`src/rtl/mem_arbiter.sv`:
```
// mem_arbiter
//   Shares one word-wide memory port between the core's instruction-fetch port
//   (read-only) and its load/store port. A granted request is registered, one
//   memory access cycle follows, and a registered response is returned two
//   cycles after the grant. Accesses the decoded region cannot perform are
//   faulted instead of executed.
//
//   state  | meaning
//   -------+---------------------------------------------------------------
//   IDLE   | arbitrate between i_req/d_req, ack and latch the winner
//   ACCESS | drive the latched request to memory, capture the response
//
// Ports
//   clk, rst_n                         clock, synchronous active-low reset
//   i_req/i_addr/i_ack                 fetch request handshake
//   i_rvalid/i_rdata/i_err             fetch response
//   d_req/d_addr/d_we/d_wdata/d_ack    load/store request handshake
//   d_rvalid/d_rdata/d_err             load/store response
//   mem_address/mem_in/mem_we          to memory
//   mem_out/mem_rcap/mem_wcap          from memory (combinational decode)
module mem_arbiter #(
    parameter bit DATA_FIRST = 1'b1
) (
    input  logic        clk,
    input  logic        rst_n,
    input  logic        i_req,
    input  logic [29:0] i_addr,
    output logic        i_ack,
    output logic        i_rvalid,
    output logic [31:0] i_rdata,
    output logic        i_err,
    input  logic        d_req,
    input  logic [29:0] d_addr,
    input  logic        d_we,
    input  logic [31:0] d_wdata,
    output logic        d_ack,
    output logic        d_rvalid,
    output logic [31:0] d_rdata,
    output logic        d_err,
    output logic [29:0] mem_address,
    output logic [31:0] mem_in,
    output logic        mem_we,
    input  logic [31:0] mem_out,
    input  logic        mem_rcap,
    input  logic        mem_wcap
);

    typedef enum logic {IDLE, ACCESS} state_t;

    state_t      state, state_nxt;
    logic        prio;        // 1 = data port wins under contention
    logic        lat_we;
    logic        lat_src;     // 1 = data port owns the access
    logic        grant_i, grant_d;
    logic [31:0] rsp_rdata;
    logic        rsp_err;

    // Grants are suppressed while reset is asserted so a requester never sees
    // an ack for a request the registers are about to drop.
    always_comb begin
        state_nxt = state;
        grant_i   = 1'b0;
        grant_d   = 1'b0;
        case (state)
            IDLE: begin
                if (rst_n) begin
                    if (d_req && (!i_req || prio))
                        grant_d = 1'b1;
                    else if (i_req)
                        grant_i = 1'b1;
                    if (grant_d || grant_i)
                        state_nxt = ACCESS;
                end
            end
            ACCESS:  state_nxt = IDLE;
            default: state_nxt = IDLE;
        endcase
    end

    assign i_ack  = grant_i;
    assign d_ack  = grant_d;

    // rst_n in the product kills a write already in flight when reset lands
    // during ACCESS; the synchronous reset alone would be one edge too late.
    assign mem_we = (state == ACCESS) && lat_we && mem_wcap && rst_n;

    always_comb begin
        rsp_rdata = 32'h0;
        rsp_err   = 1'b0;
        if (lat_we) begin
            rsp_err = !mem_wcap;
        end else begin
            rsp_err   = !mem_rcap;
            rsp_rdata = mem_rcap ? mem_out : 32'h0;
        end
    end

    // mem_address/mem_in double as the latched request: they load at grant,
    // are valid through ACCESS and hold afterwards.
    always_ff @(posedge clk) begin
        if (!rst_n) begin
            state       <= IDLE;
            prio        <= DATA_FIRST;
            lat_we      <= 1'b0;
            lat_src     <= 1'b0;
            mem_address <= 30'h0;
            mem_in      <= 32'h0;
            i_rvalid    <= 1'b0;
            i_rdata     <= 32'h0;
            i_err       <= 1'b0;
            d_rvalid    <= 1'b0;
            d_rdata     <= 32'h0;
            d_err       <= 1'b0;
        end else begin
            state    <= state_nxt;
            i_rvalid <= 1'b0;
            d_rvalid <= 1'b0;
            if (grant_d) begin
                prio        <= 1'b0;
                mem_address <= d_addr;
                mem_in      <= d_wdata;
                lat_we      <= d_we;
                lat_src     <= 1'b1;
            end else if (grant_i) begin
                prio        <= 1'b1;
                mem_address <= i_addr;
                lat_we      <= 1'b0;
                lat_src     <= 1'b0;
            end
            if (state == ACCESS) begin
                if (lat_src) begin
                    d_rvalid <= 1'b1;
                    d_rdata  <= rsp_rdata;
                    d_err    <= rsp_err;
                end else begin
                    i_rvalid <= 1'b1;
                    i_rdata  <= rsp_rdata;
                    i_err    <= rsp_err;
                end
            end
        end
    end

endmodule

```
`config.mk`:
```
export PLATFORM = sky130hd
export DESIGN_NAME = mem_arbiter
export DESIGN_NICKNAME = d
export VERILOG_FILES = /design/src/rtl/mem_arbiter.sv
export SDC_FILE = /design/constraint.sdc
export NUM_CORES = 1
export LEC_CHECK = 0
export ABC_AREA = 1
export CELL_PAD_IN_SITES_DETAIL_PLACEMENT = 1
export CELL_PAD_IN_SITES_GLOBAL_PLACEMENT = 2
export CORE_MARGIN = 5
export CORE_UTILIZATION = 22
export CTS_CLUSTER_SIZE = 10
export DETAILED_ROUTE_END_ITERATION = 6
export PLACE_DENSITY = 0.83
export SLEW_MARGIN = 20
export SYNTH_ARGS = -nofsm -noshare
export SYNTH_HDL_FRONTEND = slang
export SYNTH_SLANG_ARGS = --single-unit
```
`constraint.sdc`:
```
create_clock -name clk -period 1.7 [get_ports clk]
set_input_delay 0.34 -clock clk [delete_from_list [all_inputs] [get_ports clk]]
set_output_delay 0.34 -clock clk [all_outputs]
set_load 0.01 [all_outputs]
```
Word level (Yosys, flattened, before mapping). Index checks and enable logic that the tools add are counted.

Bits of input ports: 131. Register bits: 134. Output and inout port bits: 133. Logic and storage cells: 52.

Mux-type cells: 25. Reduce and logical (&&, ||, !) cells: 13. Bitwise operators: 2.

Operators by type and width (number): $mux 32 (2); $mux 30 (2); $mux 1 (20); $reduce_and 2->1 (3); $logic_and 1x1->1 (4); $logic_not 1->1 (3); $logic_or 1x1->1 (2); $not 1->1 (2); $pmux 1 s2 (1); $reduce_bool 2->1 (1).

Longest topological paths before layout.
Depth in word-level cells: 10. Depth in mapped cells: 9. Depth with buffers taken out: 7.

Least setup slack after synthesis. Ideal clock, no wire load.

Path type: input to output. From: input port d_req. To: output port i_ack. Path slack: 291 ps. Data arrival time: 1069 ps. Path buffers: 2. Cell stages on the path: 5. Required time: 1360 ps. Path through: clkbuf_1 a21oi_1 buf_2 nand2_1 inv_1.

Word-level cells in the longest chain between the ends: 6.

RTL lines: start, declared (line 32) `input logic d_req,`; $logic_and 1x1->1 (line 67) `if (d_req && (!i_req || prio))`; $mux 1 (line 67); $mux 1 (line 66) `if (rst_n) begin`; $mux 1 (line 64) `case (state)`; $mux 1 (line 66); $mux 1 (line 64); end, declared (line 28) `output logic i_ack,`.

No other way between the ends. The select of a mux whose other input is x is not followed.

Worst setup path after layout.
From: register mem_address[3]. To: output port mem_address[3].

RTL lines: start, declared (line 40) `output logic [29:0] mem_address,`; start signal, assigned (line 120) `mem_address <= d_addr;`; start signal, assigned (line 126) `mem_address <= i_addr;`.

No word-level cell between the ends.

==> run_results.csv <==
group,metric,value,unit
drt,avgRoutedWirePerCell,16.2,um
setup_path,arrival,1.32,ns
setup_path,crit_buf_inv,1,
timing,final_max_slew_viol_count,0,
cts,clock_sinks,134,
setup_path,critPathKind,"register to output port",
setup_path,critPathMaxStageDelay,0.58,ns
floorplanning,die_y,162,um
setup_path,startpoint,"mem_address[3]",
timing,fmax,604,MHz
global_route,grt_max_degree,76,
synthesis,syn_inst,666,
placed_design,place_ws,-0.380,ns
setup_path,end_kind,"output port",
floorplanning,num_rows,55,
timing,post-route-period-util,97.4,%
drt,ant_nets,0,
timing,slew_headroom,48.3,%
final_layout,drive_gt1_share,8.65,%
setup_path,crit_path_start_kind,"register",
synthesis,synthArstFlopShare,0,%
synthesis,synth-seq-cells,134,
drt,drcViolationCount,0,
synthesis,yosysWarnings,0,
power,power_density,980,mW/mm^2
drt,routed_wl,20.2,mm
setup_path,r2r-start,"state",
setup_path,cp.depth,1,
min_path,worstHoldStart,"rst_n",
setup_path,cp_data_required_time,1.36,ns
setup_path,reg2reg_to,"prio",
job,max-cap-violations,0,
synthesis,synth_seq_area_share,52.5,%
floorplanning,die_x,162,um
min_path,min_to,"d_rvalid",
floorplanning,core_area,0.0228,sq mm
cts,cts_buffers,17,
global_route,antenna_found_initial,0,
drt,routed_via_density,4.41,
floorplanning,die_area,0.0264,sq mm
timing,hold_violations,0,
timing,setup_tns,0,ns
synthesis,synthTopCellsByArea,"dfxtp_1 53%, nand2_1 12%, nand3_1 9.1%",
synthesis,synth_area,0.00510,sq mm
setup_path,worst-path-max-fanout,2,
cts,clk_pin_slew,0.06,ns
global_route,grt_pass1_vias,5595,
global_route,overflow,0,
power,leakage,4.47,nW
timing,tightest_slew,0.776,ns
final_layout,finalNetCount,1054,
synthesis,ys_types,20,
cts,clockRootBuffer,"clkbuf_16",
floorplanning,boundaryPins,264,
timing,final-setup-viol-count,0,
synthesis,avgSynthCellArea,7.67,sq um
global_route,grt_pass1_wl,31.6,mm
cts,ctsHoldBuffers,0,
timing,fin_ws,0.0449,ns
synthesis,synth_top_area_cell,"dfxtp_1",
final_layout,nFillCells,2677,
drt,drt_iter0_markers,327,
synthesis,synth_nets,797,
placed_design,portBuffers,263,
setup_path,path_cells,"clkdlybuf4s50_1",
min_path,hold_class,"input pin to register",
drt,firstDrtPassIters,5,
outcome,status,"completed",
placed_design,dpl.hpwl,14.1,mm
cts,clock_path_buffers,2,
drt,via_count,5512,
min_path,hold_depth,4,
floorplanning,initial_core_util,22.4,%
timing,clock_skew,0.0126,ns
cts,clock_latency,0.42,ns
timing,rsz0062_at_grt,"false",
global_route,grt.total_usage,15.0,%
placed_design,gp_congestion,0.724,
synthesis,synth_top_area_share,52.5,%
setup_path,cp_top_family,"buffers and inverters",
power,ir_worst_vdd,0.000596,V
cts,cts_max_level,4,
final_layout,diodes,0,
setup_path,r2r_slack,0.12,ns
final_layout,syn_to_final_growth,73.9,%
cts,cts_tree,"built",
setup_path,r2r_cells,10,
setup_path,crit_slowest_cell,"clkdlybuf4s50_1",
synthesis,synth-edff-count,0,
synthesis,ys_dominant_reg_cell,"dfxtp_1",
timing,period_needed,1.66,ns
## synthesized netlist by cell type, types with 2 or more instances
cell type and instances:
clkbuf_1 25, buf_4 3, buf_2 23, nand2_1 166
nand4_1 30, buf_1 5, inv_1 40, o21ai_0 67
nand3_1 93, a21oi_1 67, inv_2 4, dfxtp_1 134
nor2_1 2
## how the worst max path moves through the flow
stage / slack (ns) / endpoint
floorplan: 0.29 / i_ack
global placement: -0.39 / d_ack
detailed placement: -0.38 / d_ack
CTS: 0.0003 / i_rdata[30]
global route: 0.0001 / d_rvalid
finish: 0.04 / mem_address[3]
## state kept, by name, indices dropped and copies added (netlist names)
| name | flops |
|---|---|
| i_rdata | 32 |
| d_rdata | 32 |
| d_err | 1 |
| mem_in | 32 |
| lat_we | 1 |
| lat_src | 1 |
| state | 1 |
| d_rvalid | 1 |
| i_rvalid | 1 |
| i_err | 1 |
| mem_address | 30 |
| prio | 1 |
## what timing repair did
item,4_1_cts,5_1_grt
gates resized for setup,27,44
buffers inserted,9,0
pin swaps,2,1
setup endpoints to repair,11,44
## worst min-delay path, delay by kind of cell
kind                   cells  cell delay (ns)
buffers and inverters      3             0.30
AND/OR/NAND/NOR            1             0.09
## area by class of cell
class                           instances  area, sq um  area share [%]
Timing Repair Buffer                  294         3020            34.0
Clock inverter                         13          133            1.49
Inverter                               44          165            1.86
Tap cell                              313          392            4.41
Clock buffer                           19          453            5.10
Multi-Input combinational cell        432         2030            22.9
Sequential cell                       134         2690            30.3
## per-layer routing
metal | vias to the layer above | share of wire [%] | GRT usage (%)
li1 | 2740 | - | -
met1 | 2559 | 44 | 19.3
met2 | 192 | 45 | 22.8
met3 | 21 | 9.4 | 6.58
met4 | 0 | 1.4 | 4.34
met5 | - | 0 | 0
## stage by stage
stage          hold slack, ns  cells  util, %  cell area, sq um  total power [W]
2_1_floorplan           0.451    666        -              5100          0.00414
3_3_place_gp            0.452   1208     35.7              8130          0.00511
3_5_place_dp            0.459   1208     35.7              8130          0.00512
4_1_cts                 0.342   1249     38.5              8770          0.00889
5_1_grt                 0.375   1249     39.0              8880          0.00916
6_report                0.356   1249     39.0              8880          0.00870
## cell families (layout without fill, tap and decap cells)
| logic type | count (synthesis) | count (layout) | synth area share, % |
|---|---|---|---|
| simple gates | 297 | 297 | 26.0 |
| compound gates | 135 | 135 | 13.3 |
| flops | 134 | 134 | 52.5 |
| buf+inv | 100 | 370 | 8.14 |
## cells in the final DEF, fill, tap and decap left out, drive strengths merged
cell type,n
dfxtp,134
clkdlybuf4s50,207
a21oi,67
dlygate4sd2,9
nand3,94
o211ai,1
bufinv,1
o21ai,67
nand4,30
buf,35
nor2,4
dlymetal6s2s,43
inv,50
nor4,1
clkinvlp,4
clkbuf,19
nor3,1
nand2,167
clkinv,2
## power breakdown
group          internal [W]  switching (W)
Combinational      0.000821       0.000725
Clock               0.00213        0.00154
Sequential          0.00337       0.000112
Power figures use the tool's default switching activity.
